### src/rtl/pwr_domain_ctrl_if.sv
// Power-domain sequencer bus: PMU level requests, power-switch handshake
// and the control/status lines driven into the execution-unit domain.
interface pwr_domain_ctrl_if;
    logic pwr_down;
    logic iso_enable;
    logic sw_ack;
    logic sw_en;
    logic iso_out;
    logic save_out;
    logic restore_out;
    logic dom_rst;
    logic dom_on;
    logic err;

    // PMU / switch-chain side driving the sequencer
    modport master (
        output pwr_down,
        output iso_enable,
        output sw_ack,
        input  sw_en,
        input  iso_out,
        input  save_out,
        input  restore_out,
        input  dom_rst,
        input  dom_on,
        input  err
    );

    // Sequencer side
    modport slave (
        input  pwr_down,
        input  iso_enable,
        input  sw_ack,
        output sw_en,
        output iso_out,
        output save_out,
        output restore_out,
        output dom_rst,
        output dom_on,
        output err
    );
endinterface

### src/rtl/pwr_domain_ctrl.sv
// Power-domain sequencer for the execution-unit domain.
// Turns PMU pwr_down/iso_enable levels into ordered isolate/save/switch-off
// and switch-on/settle/reset/restore/de-isolate sequences, handshaking with
// the power-switch chain acknowledge.
//
// state      | meaning
// -----------+-----------------------------------------------------------
// ON         | domain powered, released, de-isolated
// ISO        | clamps applied, waiting for pwr_down or release of request
// SAVE       | one-cycle retention save pulse
// SW_OFF     | switch disabled, waiting for sw_ack=0 (timeout -> err)
// OFF        | domain off, isolated, held in reset
// SW_ON      | switch enabled; phase 1 waits for sw_ack, phase 2 settles
// RESET      | domain reset held after settle
// RESTORE    | one-cycle retention restore pulse (only if a save happened)
// DEISO      | powered and released, still isolated until iso_enable drops
//
// All outputs are decoded from registered state only.
module pwr_domain_ctrl #(
    parameter int RAMP_CYCLES = 8,
    parameter int RST_CYCLES  = 4,
    parameter int ACK_TIMEOUT = 64
) (
    input logic              clk,
    input logic              rst,
    pwr_domain_ctrl_if.slave bus
);

    typedef enum logic [3:0] {
        ST_ON      = 4'd0,
        ST_ISO     = 4'd1,
        ST_SAVE    = 4'd2,
        ST_SW_OFF  = 4'd3,
        ST_OFF     = 4'd4,
        ST_SW_ON   = 4'd5,
        ST_RESET   = 4'd6,
        ST_RESTORE = 4'd7,
        ST_DEISO   = 4'd8
    } state_t;

    // Settle exits when cnt reaches RAMP_CYCLES: the cycle in which sw_ack
    // was first sampled counts as its own cycle ahead of the ramp window.
    localparam logic [7:0] RAMP_LAST = 8'(RAMP_CYCLES);
    localparam logic [7:0] RST_LAST  = 8'(RST_CYCLES - 1);
    localparam logic [7:0] ACK_LAST  = 8'(ACK_TIMEOUT - 1);

    state_t     state;
    state_t     state_nxt;
    logic       ack_phase;      // SW_ON only: 0 = waiting for sw_ack, 1 = settling
    logic       ack_phase_nxt;
    logic [7:0] cnt;
    logic       err_q;
    logic       saved_q;
    logic       err_set;

    // State register, shared cycle counter and sticky err/saved flags
    always_ff @(posedge clk) begin
        if (rst) begin
            state     <= ST_OFF;
            ack_phase <= 1'b0;
            cnt       <= 8'd0;
            err_q     <= 1'b0;
            saved_q   <= 1'b0;
        end else begin
            state     <= state_nxt;
            ack_phase <= ack_phase_nxt;
            if ((state_nxt != state) || (ack_phase_nxt != ack_phase)) begin
                cnt <= 8'd0;
            end else if (cnt != 8'hFF) begin
                cnt <= cnt + 8'd1;
            end
            if (err_set) begin
                err_q <= 1'b1;
            end
            if (state == ST_SAVE) begin
                saved_q <= 1'b1;
            end
        end
    end

    // Next-state decode; started sequences always run to OFF or DEISO
    always_comb begin
        state_nxt     = state;
        ack_phase_nxt = 1'b0;
        err_set       = 1'b0;
        case (state)
            ST_ON: begin
                if (bus.iso_enable || bus.pwr_down) begin
                    state_nxt = ST_ISO;
                end
            end
            ST_ISO: begin
                if (bus.pwr_down) begin
                    state_nxt = ST_SAVE;
                end else if (!bus.iso_enable) begin
                    state_nxt = ST_ON;
                end
            end
            ST_SAVE: begin
                state_nxt = ST_SW_OFF;
            end
            ST_SW_OFF: begin
                if (!bus.sw_ack) begin
                    state_nxt = ST_OFF;
                end else if (cnt == ACK_LAST) begin
                    err_set   = 1'b1;
                    state_nxt = ST_OFF;
                end
            end
            ST_OFF: begin
                if (!bus.pwr_down) begin
                    state_nxt = ST_SW_ON;
                end
            end
            ST_SW_ON: begin
                if (!ack_phase) begin
                    if (bus.sw_ack) begin
                        ack_phase_nxt = 1'b1;
                    end else if (cnt == ACK_LAST) begin
                        err_set   = 1'b1;
                        state_nxt = ST_OFF;
                    end
                end else begin
                    if (!bus.sw_ack) begin
                        ack_phase_nxt = 1'b0;
                    end else if (cnt == RAMP_LAST) begin
                        state_nxt = ST_RESET;
                    end else begin
                        ack_phase_nxt = 1'b1;
                    end
                end
            end
            ST_RESET: begin
                if (cnt == RST_LAST) begin
                    state_nxt = ST_RESTORE;
                end
            end
            ST_RESTORE: begin
                state_nxt = ST_DEISO;
            end
            ST_DEISO: begin
                if (bus.pwr_down) begin
                    state_nxt = ST_SAVE;
                end else if (!bus.iso_enable) begin
                    state_nxt = ST_ON;
                end
            end
            default: begin
                state_nxt = ST_OFF;
            end
        endcase
    end

    // Moore output decode; defaults are the safe powered-off values
    always_comb begin
        bus.sw_en       = 1'b0;
        bus.iso_out     = 1'b1;
        bus.save_out    = 1'b0;
        bus.restore_out = 1'b0;
        bus.dom_rst     = 1'b1;
        bus.dom_on      = 1'b0;
        case (state)
            ST_ON: begin
                bus.sw_en   = 1'b1;
                bus.iso_out = 1'b0;
                bus.dom_rst = 1'b0;
                bus.dom_on  = 1'b1;
            end
            ST_ISO: begin
                bus.sw_en   = 1'b1;
                bus.dom_rst = 1'b0;
            end
            ST_SAVE: begin
                bus.sw_en    = 1'b1;
                bus.dom_rst  = 1'b0;
                bus.save_out = 1'b1;
            end
            ST_SW_OFF: begin
                bus.dom_rst = 1'b0;
            end
            ST_OFF: begin
                bus.dom_rst = 1'b1;
            end
            ST_SW_ON: begin
                bus.sw_en = 1'b1;
            end
            ST_RESET: begin
                bus.sw_en = 1'b1;
            end
            ST_RESTORE: begin
                bus.sw_en       = 1'b1;
                bus.dom_rst     = 1'b0;
                bus.restore_out = saved_q;
            end
            ST_DEISO: begin
                bus.sw_en   = 1'b1;
                bus.dom_rst = 1'b0;
            end
            default: begin
                bus.sw_en = 1'b0;
            end
        endcase
    end

    assign bus.err = err_q;

endmodule

### src/flat_wrapper.sv
// flat-port wrapper written by rule: the top's interface ports become plain ports
module pwr_domain_ctrl_flat 
#(
    parameter int RAMP_CYCLES = 8,
    parameter int RST_CYCLES  = 4,
    parameter int ACK_TIMEOUT = 64
)
  (clk, rst, bus_pwr_down, bus_iso_enable, bus_sw_ack, bus_sw_en, bus_iso_out, bus_save_out, bus_restore_out, bus_dom_rst, bus_dom_on, bus_err);
  pwr_domain_ctrl_if bus_i ();
  input logic clk;
  input logic rst;
  input wire logic [$bits(bus_i.pwr_down)-1:0] bus_pwr_down;
  input wire logic [$bits(bus_i.iso_enable)-1:0] bus_iso_enable;
  input wire logic [$bits(bus_i.sw_ack)-1:0] bus_sw_ack;
  output wire logic [$bits(bus_i.sw_en)-1:0] bus_sw_en;
  output wire logic [$bits(bus_i.iso_out)-1:0] bus_iso_out;
  output wire logic [$bits(bus_i.save_out)-1:0] bus_save_out;
  output wire logic [$bits(bus_i.restore_out)-1:0] bus_restore_out;
  output wire logic [$bits(bus_i.dom_rst)-1:0] bus_dom_rst;
  output wire logic [$bits(bus_i.dom_on)-1:0] bus_dom_on;
  output wire logic [$bits(bus_i.err)-1:0] bus_err;
  assign bus_i.pwr_down = bus_pwr_down;
  assign bus_i.iso_enable = bus_iso_enable;
  assign bus_i.sw_ack = bus_sw_ack;
  assign bus_sw_en = bus_i.sw_en;
  assign bus_iso_out = bus_i.iso_out;
  assign bus_save_out = bus_i.save_out;
  assign bus_restore_out = bus_i.restore_out;
  assign bus_dom_rst = bus_i.dom_rst;
  assign bus_dom_on = bus_i.dom_on;
  assign bus_err = bus_i.err;
  pwr_domain_ctrl #(.RAMP_CYCLES(RAMP_CYCLES), .RST_CYCLES(RST_CYCLES), .ACK_TIMEOUT(ACK_TIMEOUT)) u_core (.clk(clk), .rst(rst), .bus(bus_i));
endmodule
### config.mk
export PLATFORM = sky130hd
export DESIGN_NAME = pwr_domain_ctrl_flat
export DESIGN_NICKNAME = d
export VERILOG_FILES = /design/src/rtl/pwr_domain_ctrl_if.sv /design/src/rtl/pwr_domain_ctrl.sv /design/src/flat_wrapper.sv
export SDC_FILE = /design/constraint.sdc
export NUM_CORES = 1
export LEC_CHECK = 0
export CORE_AREA = 10 10 64 66
export DETAILED_ROUTE_END_ITERATION = 10
export DIE_AREA = 0 0 74 76
export MAX_ROUTING_LAYER = met4
export PLACE_DENSITY = 0.67
export SYNTH_ARGS = -nofsm -noshare
export SYNTH_HDL_FRONTEND = slang
export SYNTH_SLANG_ARGS = --single-unit
### constraint.sdc
create_clock -name clk -period 1.8 [get_ports clk]
set_input_delay 0.36 -clock clk [delete_from_list [all_inputs] [get_ports clk]]
set_output_delay 0.36 -clock clk [all_outputs]
set_load 0.03 [all_outputs]
---- After elaboration in Yosys (flattened, before gate mapping) ----
Cells that the tools add are included.
word-level totals
  bits in registers ....................... 15
  latch bits .............................. 0
  bits in writable memories ............... 0
  memory bits (read-only) ................. 0
  input port bits ......................... 5
  output and inout port bits .............. 7
  word-level logic and storage cells ...... 55
  memories ................................ 0
operators by class
  add/sub/neg operators ................... 1
  $mul .................................... 0
  div/mod/pow operators ................... 0
  $lt $le $gt $ge ......................... 0
  eq/ne operators ......................... 14
  shifts and indexed selects .............. 0
  multiplexer cells ....................... 28
  bitwise operators ....................... 0
  reduce and logical (&&, ||, !) cells .... 7
operators by type and width
  cell                                                                    count
  4-bit 2-to-1 mux                                                        11
  4-bit one-hot mux with 8 select lines                                   1
  4-bit by 3-bit equality test with 1-bit output (second input constant)  4
  1-bit 2-to-1 mux                                                        15
  8-bit by 1-bit adder with 8-bit output (second input constant)          1
  4-bit by 2-bit equality test with 1-bit output (second input constant)  2
  8-bit by 2-bit equality test with 1-bit output (second input constant)  1
  8-bit by 4-bit equality test with 1-bit output (second input constant)  1
  8-bit by 6-bit equality test with 1-bit output (second input constant)  1
  8-bit inequality test (second input constant)                           1
  7-bit OR reduction                                                      1
  6-bit OR reduction                                                      1
  4-bit by 1-bit equality test with 1-bit output (second input constant)  1
  4-bit equality test (second input constant)                             1
  4-bit logical NOT                                                       1
  4-bit inequality test                                                   1
  2-bit OR reduction                                                      2
  1-bit logical OR                                                        2
  1-bit one-hot mux with 2 select lines                                   1
  1-bit inequality test                                                   1

---- Longest topological paths before layout ----
  word-level depth ........................ 8
  mapped depth ............................ 7
  gate-level depth less buffers ........... 7

---- Worst setup path after synthesis ----
Ideal clock, no wire load.
  kind .................................... reg-to-reg
  from .................................... register u_core.cnt[1]
  to ...................................... register u_core.cnt[4]
  library setup time ...................... 133 ps
  data arrival time ....................... 1773 ps
  data required time ...................... 1667 ps
  path slack .............................. -106 ps
  stages on the path, launching flop included .. 8
  path buffers ............................ 1
  clock period less this slack ............ 1906 ps
  cells stage by stage .................... dfxtp_1 > ha_1 > buf_4 > or3b_1 > nor2_1 > a221oi_1 > o31ai_4 > nor4_1
on the way
  word-level cells in the longest chain between the ends .. 8
  elaborated cells on any way between the ends .. 21
  those cells by class .................... 1 x add/sub; 6 x eq/ne; 12 x mux; 2 x reduce/logical
ends and longest elaborated chain
  element                                                                                                                  line                                                                    RTL
  from (decl)                                                                                                              pwr_domain_ctrl.sv:51                                                   logic [7:0] cnt;
  from (signal assigned)                                                                                                   pwr_domain_ctrl.sv:70                                                   cnt <= cnt + 8'd1;
  8-bit by 6-bit equality test with 1-bit output / 8-bit by 4-bit equality test with 1-bit output (equally long branches)  pwr_domain_ctrl.sv:105, pwr_domain_ctrl.sv:119, pwr_domain_ctrl.sv:126
  4-bit 2-to-1 mux (tied with other cells)                                                                                 pwr_domain_ctrl.sv:105, pwr_domain_ctrl.sv:119
  4-bit 2-to-1 mux (tied with other cells)                                                                                 pwr_domain_ctrl.sv:117                                                  if (bus.sw_ack) begin
  4-bit 2-to-1 mux / 1-bit 2-to-1 mux (equally long branches)                                                              pwr_domain_ctrl.sv:116                                                  if (!ack_phase) begin
  4-bit one-hot mux with 8 select lines / 1-bit 2-to-1 mux (equally long branches)                                         pwr_domain_ctrl.sv:86                                                   case (state)
  4-bit inequality test / 1-bit inequality test (equally long branches)                                                    pwr_domain_ctrl.sv:67                                                   if ((state_nxt != state) || (ack_phase_nxt != ack_phase)) begin
  1-bit logical OR                                                                                                         pwr_domain_ctrl.sv:67
  2-bit OR reduction (no line)                                                                                             n/a
Several ways; a longest one is shown, not always the timed one.
A chain may end at the register's enable or synchronous reset.

---- Worst setup path in the final report ----
  from .................................... register u_core.cnt[0]
  to ...................................... register u_core.cnt[6]
The elaborated chain is that of the path after synthesis.

==> impl_summary.log <==
[metrics] Total Die Area: around 5600 um2
[metrics] diode insertion count for antenna repair: 0
[metrics] result of the run: complete, but fails checks
[metrics] data arrival at the endpoint of the critical path: ~2200 ps
[metrics] total of flip-flops plus latches after synthesis: 15
[metrics] synthesized area per cell: 8.03 um2
[metrics] clock tree root driver cell: sky130_fd_sc_hd__clkbuf_4
[metrics] Fmax achieved: ~500 MHz
[metrics] post-synthesis sequential area ratio: about 28%
[metrics] number of H-tree levels: 1
[metrics] number of filler cells placed in the layout: 255
[metrics] buffering stage count on the worst path with inverters included: 1
[metrics] Die Height: ~76 um
[metrics] Cell Count Post-Placement: 190
[metrics] total via count after detailed routing: 1134
[metrics] CTS tree: done
[metrics] hold path cells: 2
[metrics] flop-to-flop setup slack: -150 ps
[metrics] global routing usage summed across all routing layers: 11.0%
[metrics] depth of the worst register-to-register path: 7
[metrics] type of origin of the critical path: register
[metrics] Placeable Area: 2930 um2
[metrics] non-filler instance count after layout: 201
[metrics] clock net sink count: 15
[metrics] starting DRC count in detailed routing: 112
[metrics] area of the mapped netlist: roughly 1100 um2
[metrics] gpl congestion: between 0.7 and 0.8
[metrics] growth of design area from synthesis to finish: 50.4%
[metrics] Max-cap violations: 0
[metrics] total count of max-transition violations in the final report: 0
[metrics] effective utilization at floorplan: roughly 36%
[metrics] Pleak: roughly 0.57 nW
[metrics] slew at the pin with the worst max-slew slack: 409 ps
[metrics] site row count: 20
[metrics] violated checks: negative setup slack
[metrics] CP cell instances: buf_6 > ha_4 > or3b_4 > o211ai_4 > and4b_1 > o211ai_4 > nor4_2
[metrics] post-route fraction of the period consumed by the critical path: 108%
[metrics] clock tree skew after final layout: about 3.2 ps
[metrics] critical path type: reg2reg
[metrics] stage delay of the slowest cell on the critical path: 400 ps
[metrics] Final Hold Slack: just under 500 ps
[metrics] Port Buffer Count: 11
[metrics] Antenna Nets Post-Route: 0
[metrics] global-route wire length before repair: 5.00 mm
[metrics] I/O pin count: 12
[metrics] most frequent CP cell: sky130_fd_sc_hd__o211ai_4
[metrics] remaining max-slew budget at the tightest pin: between 70% and 80%
[metrics] Clock transition at path regs: 110 ps
[metrics] library cells used by synthesis: 41
[metrics] post-placement worst setup slack: -370 ps
[metrics] count of warnings emitted by yosys: 0
[metrics] number of antenna violations at the first check in global routing: 0
[metrics] Worst R2R End: u_core.cnt[6]
[metrics] maximum number of pins on one net before global-route repair: 13
[metrics] family with the most delay on the worst path: simple AND/OR/NAND/NOR gates
[metrics] number of design rule violations left after detail routing: 0
[metrics] TritonCTS buffer count: 3
[metrics] worst hold-check path type: reg2reg
[metrics] Pwr Density: between 400 and 500 nW/um2
[metrics] source of the worst register-to-register timing path: u_core.cnt[0]
[metrics] worst-case vdd ir drop: 0.394 mV
[metrics] Remaining Overflow, GRT: 0
[metrics] post-synthesis cell count: 132
[metrics] routed len/inst: 15.2 um
[metrics] element type at the critical path end: register
[metrics] CP max-delay cell: sky130_fd_sc_hd__or3b_4
[metrics] maximum number of buffers from clock root to sink: 2
[metrics] vias per cell: 5.64
[metrics] Critical Path Stages: 7
[metrics] net count of the mapped netlist: 139
[metrics] count of endpoints failing hold in the final timing report: 0
[metrics] nets@finish: between 150 and 200
[metrics] count of final setup violators: 9
[metrics] worst path required time: 2030 ps
[metrics] largest fanout on the critical path: 8
[metrics] crit path from: u_core.cnt[0]
[metrics] die width: 74 um
[metrics] number of global-route vias before repair: 1086
[metrics] fin crit period: 1950 ps
[metrics] detailed placer's ending HPWL: 2.04 mm
[metrics] fin worst setup slack: -146 ps
[metrics] unrepaired setup endpoints after global routing: true
[metrics] Clk Latency, worst-skew pair: approximately 310 ps
[metrics] total wire length after detailed routing: a little over 3 mm
[metrics] layout cell share with drive strength beyond 1: a little under half
[metrics] number of iterations in the first detailed-routing pass: 4
[metrics] termination of the worst setup path: u_core.cnt[6]
## registers in the layout, summed over array words and instances, names as in the netlist
signal	count
u_core.cnt	8
u_core.state	4
u_core.ack_phase	1
u_core.bus.err	1
u_core.saved_q	1
## synth_stat cells, drive strengths merged
cell type	number	share of area, %
nor2	16	5.7
dfxtp	15	28
a21oi	10	4.7
buf	10	6.0
nor3	9	4.2
inv	7	2.5
nand2	7	2.5
a31oi	6	3.5
nand4	4	2.4
nor4	4	2.4
and4b	3	2.8
nand2b	3	1.8
nand3	3	1.4
o21ai	3	1.4
xnor2	3	2.5
a221oi	2	1.7
and3	2	1.2
and4bb	2	2.4
ha	2	2.4
mux2i	2	1.9
nor3b	2	1.4
nor4b	2	1.7
o211ai	2	3.2
a211oi	1	0.71
a21boi	1	0.71
a22o	1	0.83
clkbuf	1	0.35
nand4b	1	0.83
nand4bb	1	1.1
nor4bb	1	0.94
o22a	1	0.94
o22ai	1	1.2
o31ai	1	2.0
or3b	1	0.83
or4b	1	0.94
xor2	1	0.83
## worst reg2reg max path: stages (launching register included)
cell	delay, ps
sky130_fd_sc_hd__dfxtp_2	360
sky130_fd_sc_hd__buf_6	100
sky130_fd_sc_hd__ha_4	120
sky130_fd_sc_hd__or3b_4	400
sky130_fd_sc_hd__o211ai_4	210
sky130_fd_sc_hd__and4b_1	270
sky130_fd_sc_hd__o211ai_4	170
sky130_fd_sc_hd__nor4_2	240
## what timing repair did
| action | 4_1_cts | 5_1_grt |
|---|---|---|
| hold buffers | 0 | 0 |
| resized for setup | 25 | 10 |
| buffers inserted | 7 | 3 |
| pin swaps | 13 | 5 |
| setup endpoints to repair | 13 | 12 |
## metrics by stage
| stage | util (%) | instance area (um2) | TNS (ps) | power (mW) |
|---|---|---|---|---|
| after floorplan | - | 1100 | -117 | 0.445 |
| after global placement | 46.7 | 1370 | -2170 | 0.493 |
| after detailed placement | 46.7 | 1370 | -2700 | 0.497 |
| after CTS | 53.0 | 1550 | -886 | 0.746 |
| after global routing | 54.4 | 1590 | -1840 | 0.797 |
| final | 54.4 | 1590 | -1120 | 0.756 |
## cells in the final DEF (no fill, tap or decap), types with 3 or more instances in the layout
master | netlist | layout
sky130_fd_sc_hd__buf_4 | 1 | 31
sky130_fd_sc_hd__nand2b_1 | 3 | 3
sky130_fd_sc_hd__dfxtp_1 | 15 | 9
sky130_fd_sc_hd__a21oi_1 | 10 | 8
sky130_fd_sc_hd__buf_6 | 2 | 4
sky130_fd_sc_hd__nor3_2 | 0 | 5
sky130_fd_sc_hd__nor2_1 | 16 | 13
sky130_fd_sc_hd__nand2_1 | 7 | 7
sky130_fd_sc_hd__clkdlybuf4s50_1 | 0 | 5
sky130_fd_sc_hd__clkbuf_4 | 0 | 3
sky130_fd_sc_hd__dfxtp_2 | 0 | 3
sky130_fd_sc_hd__nor4_2 | 0 | 3
sky130_fd_sc_hd__nand4_1 | 4 | 4
sky130_fd_sc_hd__xnor2_1 | 3 | 3
sky130_fd_sc_hd__a31oi_1 | 6 | 6
sky130_fd_sc_hd__inv_1 | 7 | 6
sky130_fd_sc_hd__nor3_1 | 9 | 4
sky130_fd_sc_hd__dfxtp_4 | 0 | 3
sky130_fd_sc_hd__nand3_1 | 3 | 3
sky130_fd_sc_hd__and4b_1 | 3 | 3
## how the worst min path moves through the flow
stage                    from              to
2_1_floorplan  u_core.saved_q  u_core.saved_q
3_3_place_gp   u_core.bus.err  u_core.bus.err
3_5_place_dp   u_core.bus.err  u_core.bus.err
4_1_cts        u_core.bus.err  u_core.bus.err
5_1_grt        u_core.bus.err  u_core.bus.err
6_report       u_core.bus.err  u_core.bus.err
## per-layer routing
| metal | global-route usage (%) | routed length [um] | share of wire, % | vias to the layer above |
|---|---|---|---|---|
| met5 | - | 0 | 0 | - |
| met4 | 5.22 | 85 | 2.8 | 0 |
| met3 | 3.91 | 188 | 6.1 | 14 |
| met2 | 16.9 | 1470 | 48 | 32 |
| met1 | 12.2 | 1310 | 43 | 534 |
| li1 | - | - | - | 554 |
## where the power goes
group | leakage (nW) | switching [mW] | total, mW | internal (mW)
Clock | 0.0139 | 0.141 | 0.226 | 0.0850
Sequential | 0.124 | 0.0138 | 0.352 | 0.339
Combinational | 0.435 | 0.0880 | 0.178 | 0.0895
## cell type report
| class | count | area (um2) | share of cell area, % |
|---|---|---|---|
| multi-input combinational | 99 | 808 | 50.7 |
| timing repair buffer | 43 | 373 | 23.4 |
| sequential | 15 | 315 | 19.8 |
| clock inverter | 1 | 7.51 | 0.471 |
| tap | 33 | 41.3 | 2.59 |
| inverter | 7 | 26.3 | 1.65 |
| clock buffer | 3 | 22.5 | 1.41 |
## cells by family after synthesis
kind of cell             count (synthesis)  share of synthesized area (%)
AO/OA/AOI/OAI                           29                           20.9
XOR/XNOR                                 4                           3.31
adder cells (fa/ha/maj)                  2                           2.36
buffers and inverters                   18                           8.85
flip-flops                              15                           28.3
multiplexers                             2                           1.89
AND/OR/NAND/NOR                         62                           34.4
Power figures use the tool's default switching activity.
